===== src/rtl/encoder_struct_seq_pkg.sv =====
// encoder_struct_seq_pkg: shared width default and queue-occupancy states for encoder_struct_seq
package encoder_struct_seq_pkg;
  localparam int ENC_N_IN = 4;
  typedef enum logic [1:0] {
    S_EMPTY = 2'd0,
    S_ONE   = 2'd1,
    S_TWO   = 2'd2
  } state_e;
endpackage


===== src/rtl/encoder_struct_seq_prio_enc_comb.sv =====
// prio_enc_comb: combinational priority encoder, highest set bit wins, none flags an all-zero vector
module prio_enc_comb #(
  parameter int N_IN = 4,
  localparam int OUT_W = $clog2(N_IN)
) (
  input  logic [N_IN-1:0]  req_i,
  output logic             none_o,
  output logic [OUT_W-1:0] idx_o
);
  // scan upward so a higher set bit overwrites any lower one
  always_comb begin
    idx_o = '0;
    for (int i = 0; i < N_IN; i++) idx_o = req_i[i] ? i[OUT_W-1:0] : idx_o;
  end
  assign none_o = ~|req_i;
endmodule


===== src/rtl/encoder_struct_seq.sv =====
// encoder_struct_seq: registered priority encoder behind a valid/ready handshake with a 2-entry output queue.
// Optional ENCODER_ONEHOT_CHECK_EN adds a per-entry err bit (more than one request bit set) on out_err.
module encoder_struct_seq
  import encoder_struct_seq_pkg::*;
#(
  parameter int N_IN = ENC_N_IN,
  localparam int OUT_W = $clog2(N_IN)
) (
  input  logic             clk,
  input  logic             rst_n,
  input  logic [N_IN-1:0]  in,
  input  logic             in_valid,
  output logic             in_ready,
  output logic [OUT_W-1:0] out,
  output logic             out_none,
  output logic             out_valid,
  input  logic             out_ready
`ifdef ENCODER_ONEHOT_CHECK_EN
  ,
  output logic             out_err
`endif
);
  typedef struct packed {
`ifdef ENCODER_ONEHOT_CHECK_EN
    logic             err;
`endif
    logic             none;
    logic [OUT_W-1:0] idx;
  } entry_t;

  entry_t enc, head_q, head_d, tail_q, tail_d;
  state_e state_q, state_d;
  logic rdy_q, push, pop;

  prio_enc_comb #(.N_IN(N_IN)) u_enc (
    .req_i (in),
    .none_o(enc.none),
    .idx_o (enc.idx)
  );

`ifdef ENCODER_ONEHOT_CHECK_EN
  assign enc.err = $countones(in) > 1;
  assign out_err = head_q.err;
`endif

  assign in_ready  = rdy_q & (state_q != S_TWO);
  assign out_valid = state_q != S_EMPTY;
  assign out       = head_q.idx;
  assign out_none  = head_q.none;
  assign push      = in_valid & in_ready;
  assign pop       = out_valid & out_ready;

  // occupancy transitions; head always feeds the outputs, tail only fills from ONE
  always_comb begin
    state_d = state_q;
    head_d  = head_q;
    tail_d  = tail_q;
    case (state_q)
      S_EMPTY: begin
        state_d = push ? S_ONE : S_EMPTY;
        head_d  = push ? enc : head_q;
      end
      S_ONE: begin
        state_d = (push & ~pop) ? S_TWO : (pop & ~push) ? S_EMPTY : S_ONE;
        head_d  = (push & pop) ? enc : head_q;
        tail_d  = (push & ~pop) ? enc : tail_q;
      end
      S_TWO: begin
        state_d = pop ? S_ONE : S_TWO;
        head_d  = pop ? tail_q : head_q;
      end
      default: state_d = S_EMPTY;
    endcase
  end

  // state and entry registers; rdy_q holds in_ready low until the first edge after reset
  always_ff @(posedge clk or negedge rst_n) begin
    if (!rst_n) begin
      state_q <= S_EMPTY;
      head_q  <= '0;
      tail_q  <= '0;
      rdy_q   <= 1'b0;
    end else begin
      state_q <= state_d;
      head_q  <= head_d;
      tail_q  <= tail_d;
      rdy_q   <= 1'b1;
    end
  end
endmodule


===== config.mk =====
export PLATFORM = sky130hd
export DESIGN_NAME = encoder_struct_seq
export DESIGN_NICKNAME = d
export VERILOG_FILES = /design/src/rtl/encoder_struct_seq_pkg.sv /design/src/rtl/encoder_struct_seq_prio_enc_comb.sv /design/src/rtl/encoder_struct_seq.sv
export SDC_FILE = /design/constraint.sdc
export NUM_CORES = 1
export LEC_CHECK = 0
export ABC_AREA = 1
export CORE_AREA = 2 2 39 41
export CTS_CLUSTER_SIZE = 30
export DETAILED_ROUTE_END_ITERATION = 10
export DIE_AREA = 0 0 41 43
export DONT_BUFFER_PORTS = 1
export HOLD_SLACK_MARGIN = 0.05
export MAX_ROUTING_LAYER = met4
export PLACE_DENSITY = 0.56
export SLEW_MARGIN = 30
export SYNTH_ARGS = -nofsm -noshare
export SYNTH_HDL_FRONTEND = slang
export SYNTH_HIERARCHICAL = 1
export SYNTH_SLANG_ARGS = --single-unit

===== constraint.sdc =====
create_clock -name clk -period 1.6 [get_ports clk]
set_clock_uncertainty 0.05 [all_clocks]
set_input_delay 0.24 -clock clk [delete_from_list [all_inputs] [get_ports clk]]
set_output_delay 0.24 -clock clk [all_outputs]
set_load 0.005 [all_outputs]

After elaboration in Yosys (flattened, before gate mapping). Cells that the tools add are included.

Add/subtract/negate cells: 0. Multipliers: 0. Div/mod/pow operators: 0. $lt $le $gt $ge: 0. Equality and inequality tests: 6. Shift operators: 0. Mux-type cells: 12. Bitwise gates (word level): 8. Reduce and logical (&&, ||, !) cells: 7.

Operators by type and width (count): $mux W3 (3); $pmux W3 S3 (1); $mux W2 (4); $ne A2 B2 Y1 const B (4); $and A1 B1 Y1 (6); $pmux W2 S3 (1); $reduce_and A4 Y1 (1); $reduce_or A4 Y1 (1); $mux W1 (3); $reduce_bool A3 Y1 (1); $eq A2 B1 Y1 const B (1); $eq A2 B2 Y1 const B (1); $logic_not A2 Y1 (1); $not A1 Y1 (2); $reduce_and A2 Y1 (1); $reduce_bool A2 Y1 (1); $logic_not A1 Y1 (1).

Flip-flop bits (word level): 9. Bits in latches: 0. RAM bits: 0. Bits in read-only memories: 0. Output and inout bits: 5. Logic and storage cells: 39. Memories: 0.

Depth between registers and ports, before layout. Gate-level depths: netlist (run 1).

Depth after elaboration: 8. Depth in mapped cells: 12.

Hierarchy. The synthesis (run 1) kept the hierarchy.

Modules (own cells, without submodules): encoder_struct_seq (instances 1, cells each 65, area each 481.7 um^2); prio_enc_comb (instances 1, cells each 8, area each 36.3 um^2).

Worst setup path before layout (run 1). OpenSTA, ideal clock, no wires.

Path type: reg-to-reg. Start point: reg state_q[0]. End point: reg head_q (netlist bit out[0]). Arrival: 1294 ps. Setup slack: 140 ps. Stages on the path, launching flop included: 13. Clock period less this slack: 1460 ps. Path through: dfrtp_1 -> inv_2 -> nand2_2 -> nand3_2 -> inv_1 -> ha_1 -> inv_1 -> nand2_1 -> nand2_1 -> nor2_2 -> nand2_2 -> nand2_1 -> nand2_1.

Cells in the longest elaborated chain, start to end: 6. Elaborated cells between the ends (all ways): 15. Those cells by class: eq/ne (6); mux (1); bitwise (4); reduce/logical (4).

Ends and longest elaborated chain: from (decl) (line encoder_struct_seq.sv:32) `state_e state_q, state_d;`; from (signal assigned) (line encoder_struct_seq.sv:84) `state_q <= state_d;`; $ne A2 B2 Y1 (line encoder_struct_seq.sv:46) `assign in_ready = rdy_q & (state_q != S_TWO);`; $and A1 B1 Y1 (line encoder_struct_seq.sv:46); $and A1 B1 Y1 (line encoder_struct_seq.sv:50) `assign push = in_valid & in_ready;`; $and A1 B1 Y1 (line encoder_struct_seq.sv:65) `head_d = (push & pop) ? enc : head_q;`; $ne A2 B2 Y1 (no source line); $reduce_and A4 Y1 (no source line); to (signal assigned) (line encoder_struct_seq.sv:80) `head_q <= '0;`; to (signal assigned) (line encoder_struct_seq.sv:85) `head_q <= head_d;`; to (decl) (line encoder_struct_seq.sv:31) `entry_t enc, head_q, head_d, tail_q, tail_d;`.

Parallel ways exist; a longest one is shown, timed or not. A chain may end at the register's enable or synchronous reset.

Worst setup path after layout (run 1).
Start point: reg state_q[1]. End point: reg tail_q[2] (netlist bit).

Cells in the longest elaborated chain, start to end: 5. Elaborated cells between the ends (all ways): 9. Those cells by class: eq/ne (2); bitwise (5); reduce/logical (2).

Ends and longest elaborated chain: $ne A2 B2 Y1 / $reduce_bool A2 Y1 (equally long branches) (line encoder_struct_seq.sv:46, encoder_struct_seq.sv:47); $and A1 B1 Y1, on equally long branches (line encoder_struct_seq.sv:46, encoder_struct_seq.sv:51); $and A1 B1 Y1 / $not A1 Y1 (equally long branches) (line encoder_struct_seq.sv:50, encoder_struct_seq.sv:66); $and A1 B1 Y1 (line encoder_struct_seq.sv:66) `tail_d = (push & ~pop) ? enc : tail_q;`; $reduce_and A2 Y1 (no source line) *; to (signal assigned) (line encoder_struct_seq.sv:86) `tail_q <= tail_d;`; to (decl) (line encoder_struct_seq.sv:31).

Every way passes the cells marked *; elsewhere a longest branch is shown, timed or not.

==> qor.yml, run 1 <==
run_status:
  status: "completed"
drt:
  totalWireLength_um: 976
  via_per_inst: 4.43
  post_drt_wl_per_cell_um: 10.1
  wl_met2_um: 445
  vias: 430
  detail-route-antenna-nets: 0
  top_layer_used: "met4"
  drc: 0
  dr.pass1.iters: 2
  drt-initial-drc-count: 1
  wl_met1_um: 480
  wl_met3_um: 44
cells_and_area:
  drive_gt1_share_pct: 18.5
  final_util_pct: 43.9
  nets: 92
  diodes: 0
  seq_area_um2: 225
  syn_to_final_growth_pct: 17.1
  multi_input_area_um2: 244
  fillers: 169
  fin_cells: 97
  design_area_um2: 607
logic_synthesis:
  synthCells: 73
  avgSynthCellArea_um2: 7.10
  seq_area_frac_synth_pct: 43.5
  synth_enable_flop_cells: 0
  ys.flop_type: "dfrtp_1"
  synth_area_um2: 518
  synthTopCellsByArea: "dfrtp_1 (43%), nand2_1 (17%), inv_1 (9.4%), ha_1 (4.8%), nand3_1 (4.8%)"
  yosysTopAreaCell: "dfrtp_1"
  ys_async_sr_fraction_pct: 100
  yosysWarnings: 6
  synth-seq-cells: 9
  yosysMostFrequentCell: "nand2_1"
  syn_nets: 83
  ys_types: 13
  synth_common_cells: "nand2_1 (24), inv_1 (13), dfrtp_1 (9)"
  synth_top_area_share_pct: 43.5
floorplanning:
  fp.dieArea_um2: 1760
  start_util_pct: 37.4
  die_w_um: 41
  core-area_um2: 1380
  die_y_um: 43
  rows: 14
  ios: 13
power_and_ir_drop:
  vdd_ir_drop_max_mv: 0.643
  power.density_nw_per_um2: 1440
  power_leakage_nw: 0.341
placement:
  place_congestion: 0.773
  hpwl_um: 743
  place_inst: 91
  dpl_cell_area_um2: 553
  port_buffers: 0
global_route:
  grt_max_degree: 10
  grt_overflow: 0
  grt_usage_pct: 13.3
  grt_pass1_vias: 400
  antenna_found_initial: 0
  grt_pass1_wl_mm: 1.54
sta:
  timing.final.crit_share_pct: 91.4
  rsz0062_at_grt: "no"
  hold_violations: 0
  setup_viol: 0
  fin_tns_setup_ns: 0
  report.final.slew_viol_count: 0
  period_needed_ns: 1.46
  max_freq_ghz: 0.684
  holdWs_ns: 0.0875
clock_tree:
  cts_sinks: 9
  clk_pin_slew_worst_paths_ns: 0.06
  cts.root.buffer_cell: "clkbuf_4"
  cts_setup_buffers: 0
  cts_tree: "done"
  cts.htree.levels: 1
  ctsLongestPathBuffers: 2
  cts_buffers: 3
  worstSkewPairLatency_ns: 0.26
setup_path:
  worstReg2RegEnd: "tail_q[2]"
  crit_path_top_delay_cell: "dfrtp_1"
  crit_chain: "nor2_1 > nor2_1 > inv_1 > ha_1 > nand3_1 > nand2_1 > o21ai_0"
  cp.required_ns: 1.68
  r2r_slack_ns: 0.14
  worst_setup_path_end_kind: "flip-flop"
  crit_type: "flip-flop to flip-flop"
  slowest_delay_ns: 0.42
  critical_path_arrival_ns: 1.54
  start_kind: "flip-flop"
  path_max_fanout: 7
  reg2reg_depth: 7
  path_common_cell: "nor2_1"
  reg2reg_from: "state_q[1]"
flow_run:
  drv_cap: 0
min_path:
  holdPathEnd: "state_q[0]"
  whs_path_depth: 2
  min_from: "out_ready"
  hp-class: "input port to flip-flop"
[flip-flops by register name, indices dropped and copies added (netlist names)]
name	count
state_q	2
out	2
tail_q	3
rdy_q	1
out_none	1
[per-layer routing]
layer	track usage (%)	vias to the layer above
met5	-	-
met4	8.00	0
met3	3.14	2
met2	18.1	9
met1	17.3	186
li1	-	233
[timing repair]
| item | CTS | global route |
|---|---|---|
| hold buffers | 2 | 0 |
| setup endpoints to repair | 0 | 4 |
| gates resized for setup | 0 | 3 |
| hold endpoints to repair | 10 | 0 |
[cell usage in the layout (no fill, tap or decap), drive strengths merged]
| master | count |
|---|---|
| buf | 2 |
| o211ai | 1 |
| inv | 15 |
| nand3 | 6 |
| nand2 | 27 |
| dlygate4sd3 | 2 |
| conb | 1 |
| clkbuf | 4 |
| ha | 2 |
| o21ai | 5 |
| dfrtp | 9 |
| nor2 | 7 |
[where the power goes]
part	internal, mW	total (mW)	switching, mW
Combinational	0.126	0.330	0.204
Sequential	0.310	0.372	0.0615
Clock	0.0960	0.173	0.0775
[final cells by class]
class / instances / area share, %
Clock buffer: 4 / 4.33
Inverter: 15 / 9.28
Multi-Input combinational cell: 49 / 40.2
Sequential cell: 9 / 37.1
Tap cell: 16 / 3.30
Timing Repair Buffer: 4 / 5.77
[worst max-delay path, delay by kind of cell, from the launching register on]
| family | cells | cell delay [ns] |
|---|---|---|
| AOI/OAI and AO/OA | 1 | 0.08 |
| DFF | 1 | 0.42 |
| buffers and inverters | 1 | 0.06 |
| and+or+nand+nor | 4 | 0.59 |
| adders and majority gates | 1 | 0.14 |
[kinds of logic after synthesis]
group	count (synthesis)	synth area share (%)
fa+ha+maj	2	4.83
flops	9	43.5
other cells	1	0.724
simple gates	40	33.8
buf+inv	15	10.9
compound gates	6	6.28
[worst max path at each step]
stage	start	to	slack (ns)	cells past startpoint
2_1_floorplan	state_q[0]	out[0]	0.14	12
4_1_cts	state_q[0]	in_ready	0.06	3
5_1_grt	state_q[1]	tail_q[1]	0.00001	7
6_report	state_q[1]	tail_q[2]	0.14	7
3_3_place_gp	state_q[0]	out_none	0.13	12
3_5_place_dp	state_q[0]	out[1]	0.1	12
[per-stage QoR]
stage               setup slack (ns)  total power [mW]
CTS                           0.0593             0.879
floorplan                      0.140             0.602
global placement               0.134             0.682
finish                         0.138             0.875
global route               0.0000108             0.962
detailed placement            0.0978             0.689
(Power assumes the default switching activity.)
==> run 2: changes to the inputs <==
--- a/config.mk
+++ b/config.mk
@@ -6,14 +6,14 @@
 export NUM_CORES = 1
 export LEC_CHECK = 0
 export ABC_AREA = 1
-export CORE_AREA = 2 2 39 41
+export CORE_MARGIN = 2
+export CORE_UTILIZATION = 37
 export CTS_CLUSTER_SIZE = 30
 export DETAILED_ROUTE_END_ITERATION = 10
-export DIE_AREA = 0 0 41 43
 export DONT_BUFFER_PORTS = 1
 export HOLD_SLACK_MARGIN = 0.05
 export MAX_ROUTING_LAYER = met4
-export PLACE_DENSITY = 0.56
+export PLACE_DENSITY = 0.54
 export SLEW_MARGIN = 30
 export SYNTH_ARGS = -nofsm -noshare
 export SYNTH_HDL_FRONTEND = slang
==> run 2 against run 1 <==
Compared with the run above: global-route usage about the same; critical path type is now flip-flop to output pin; critical path depth down 4; flip-flop and latch count unchanged; sequential share of layout area down 0.076 points; total power up 0.46%; final cell count down 1.0%; highest routed layer unchanged; critical endpoint is now in_ready.
==> qor.yml, run 2 (synthesis gave the netlist of run 1 again) <==
global_route:
  grt_usage_pct: 13.4  # +0.024 points
  grt_overflow: 0  # unchanged
  grt_pass1_wl_mm: 1.72  # +12%
  antenna_found_initial: 0  # unchanged
  grt_pass1_vias: 415  # +3.8%
  grt_max_degree: 10  # unchanged
drt:
  dr.pass1.iters: 4  # +2
  detail-route-antenna-nets: 0  # unchanged
  via_per_inst: 4.64  # +4.6%
  drt-initial-drc-count: 3  # +2
  vias: 445  # +3.5%
  totalWireLength_um: 975  # -0.10%
  drc: 0  # unchanged
  post_drt_wl_per_cell_um: 10.2  # +0.94%
floorplanning:
  die_y_um: 41.4  # -3.7%
  ios: 13  # unchanged
  fp.dieArea_um2: 1720  # -2.7%
  core-area_um2: 1300  # -6.0%
  die_w_um: 41.4  # +1.0%
  start_util_pct: 39.8  # +2.4 points
  rows: 13  # -1
clock_tree:
  ctsLongestPathBuffers: 2  # unchanged
  worstSkewPairLatency_ns: 0.25  # about the same
  cts_tree: "done"
  cts.htree.levels: 1  # unchanged
  cts_buffers: 3  # unchanged
  cts_sinks: 9  # unchanged
  clk_pin_slew_worst_paths_ns: 0.06  # about the same
  cts.root.buffer_cell: "clkbuf_4"
sta:
  timing.final.crit_share_pct: 95.4  # +4.0 points
  fin_tns_setup_ns: 0  # unchanged
  max_freq_ghz: 0.655  # -4.2%
  layout_setup_ws_ns: 0.0737  # -0.0646 ns
  holdWs_ns: 0.0849  # -0.00260 ns
  setup_viol: 0  # unchanged
  hold_violations: 0  # unchanged
  report.final.slew_viol_count: 0  # unchanged
  period_needed_ns: 1.53  # +0.0646 ns
placement:
  pre_cts_ws_ns: 0.118  # +0.0202 ns
  place_congestion: 0.765  # -1.0%
  hpwl_um: 775  # +4.3%
  port_buffers: 0  # unchanged
setup_path:
  crit_end: "in_ready"
  path_max_fanout: 5  # -2
  crit_path_top_delay_cell: "dfrtp_1"
  reg2reg_depth: 11  # +4
  critical_path_arrival_ns: 1.24  # -0.30 ns
  cp.required_ns: 1.31  # -0.37 ns
  crit_type: "flip-flop to output pin"
  cp.depth: 3  # -4
  worst_setup_path_end_kind: "output pin"
  reg2reg_from: "state_q[1]"
  slowest_delay_ns: 0.41  # about the same
  worstReg2RegEnd: "out[0]"
  path_common_cell: "nor2_1"
  crit_chain: "buf_4 > nor2_1 > nor2_1"
  startpoint: "state_q[0]"
  critPathTopFamily: "simple AND/OR/NAND/NOR gates"
  cp_num_buf_inv: 1  # unchanged
  r2r_slack_ns: 0.17  # +0.03 ns
  start_kind: "flip-flop"
cells_and_area:
  largest_reg_flops: 3  # unchanged
  fillers: 142  # -16%
  syn_to_final_growth_pct: 17.4
  most-common-layout-cells: "nand2_1 (24), inv_1 (12), dfrtp_1 (9)"
  final_util_pct: 46.7  # +2.9 points
  mostFrequentLayoutCell: "nand2_1"
  diodes: 0  # unchanged
  largest_register: "tail_q"
  nets: 92  # unchanged
  drive_gt1_share_pct: 18.5  # unchanged
flow_run:
  drv_cap: 0  # unchanged
power_and_ir_drop:
  p_total_mw: 0.879  # +0.46%
  vdd_ir_drop_max_mv: 0.625  # -2.8%
  power.density_nw_per_um2: 1450  # +0.25%
  power_leakage_nw: 0.342  # +0.26%
run_status:
  status: "completed"
min_path:
  hp-class: "input port to flip-flop"
## run 2: how the worst min path moves through the flow
stage          cells past startpoint  slack [ns]         end       from
6_report                           2        0.08  state_q[0]  out_ready
2_1_floorplan                      0       -0.11      out[0]      rst_n
3_5_place_dp                       0       -0.11       rdy_q      rst_n
4_1_cts                            2        0.08  state_q[0]  out_ready
3_3_place_gp                       0       -0.11       rdy_q      rst_n
5_1_grt                            2        0.09  state_q[0]  out_ready
## run 2: area by class of cell
type | instances | area [um2] | area share, %
multi-input cells | 49 | 246 | 40.5
flip-flops and latches | 9 | 225 | 37.0
inverters | 15 | 56.3 | 9.26
repair buffers | 4 | 35.0 | 5.76
clock buffers | 4 | 26.3 | 4.32
well taps | 15 | 18.8 | 3.09
## run 2: power by group
group	switching [mW]	total, mW	internal [mW]
Clock	0.0744	0.170	0.0958
Sequential	0.0597	0.370	0.310
Combinational	0.211	0.339	0.128
## run 2: through the flow
| stage | std cells | cell area, um2 |
|---|---|---|
| floorplan | 73 | 518 |
| global placement | 90 | 552 |
| detailed placement | 90 | 552 |
| CTS | 96 | 598 |
| global route | 96 | 608 |
| finish | 96 | 608 |
## run 2: metal layers
metal / part of all wire (%) / global-route usage [%] / up-vias
met4: 0.51 / 7.74 / 0
met2: 49 / 20.0 / 10
met1: 46 / 16.7 / 199
li1: - / - / 234
met3: 4.1 / 2.61 / 2
met5: 0 / - / -
## run 2: repair_timing
| item | 4_1_cts | 5_1_grt |
|---|---|---|
| buffers inserted | 0 | 0 |
| resized for setup | 0 | 4 |
| endpoints found under the hold margin | 10 | 0 |
| hold buffers | 2 | 0 |
| endpoints found under the setup margin | 0 | 4 |
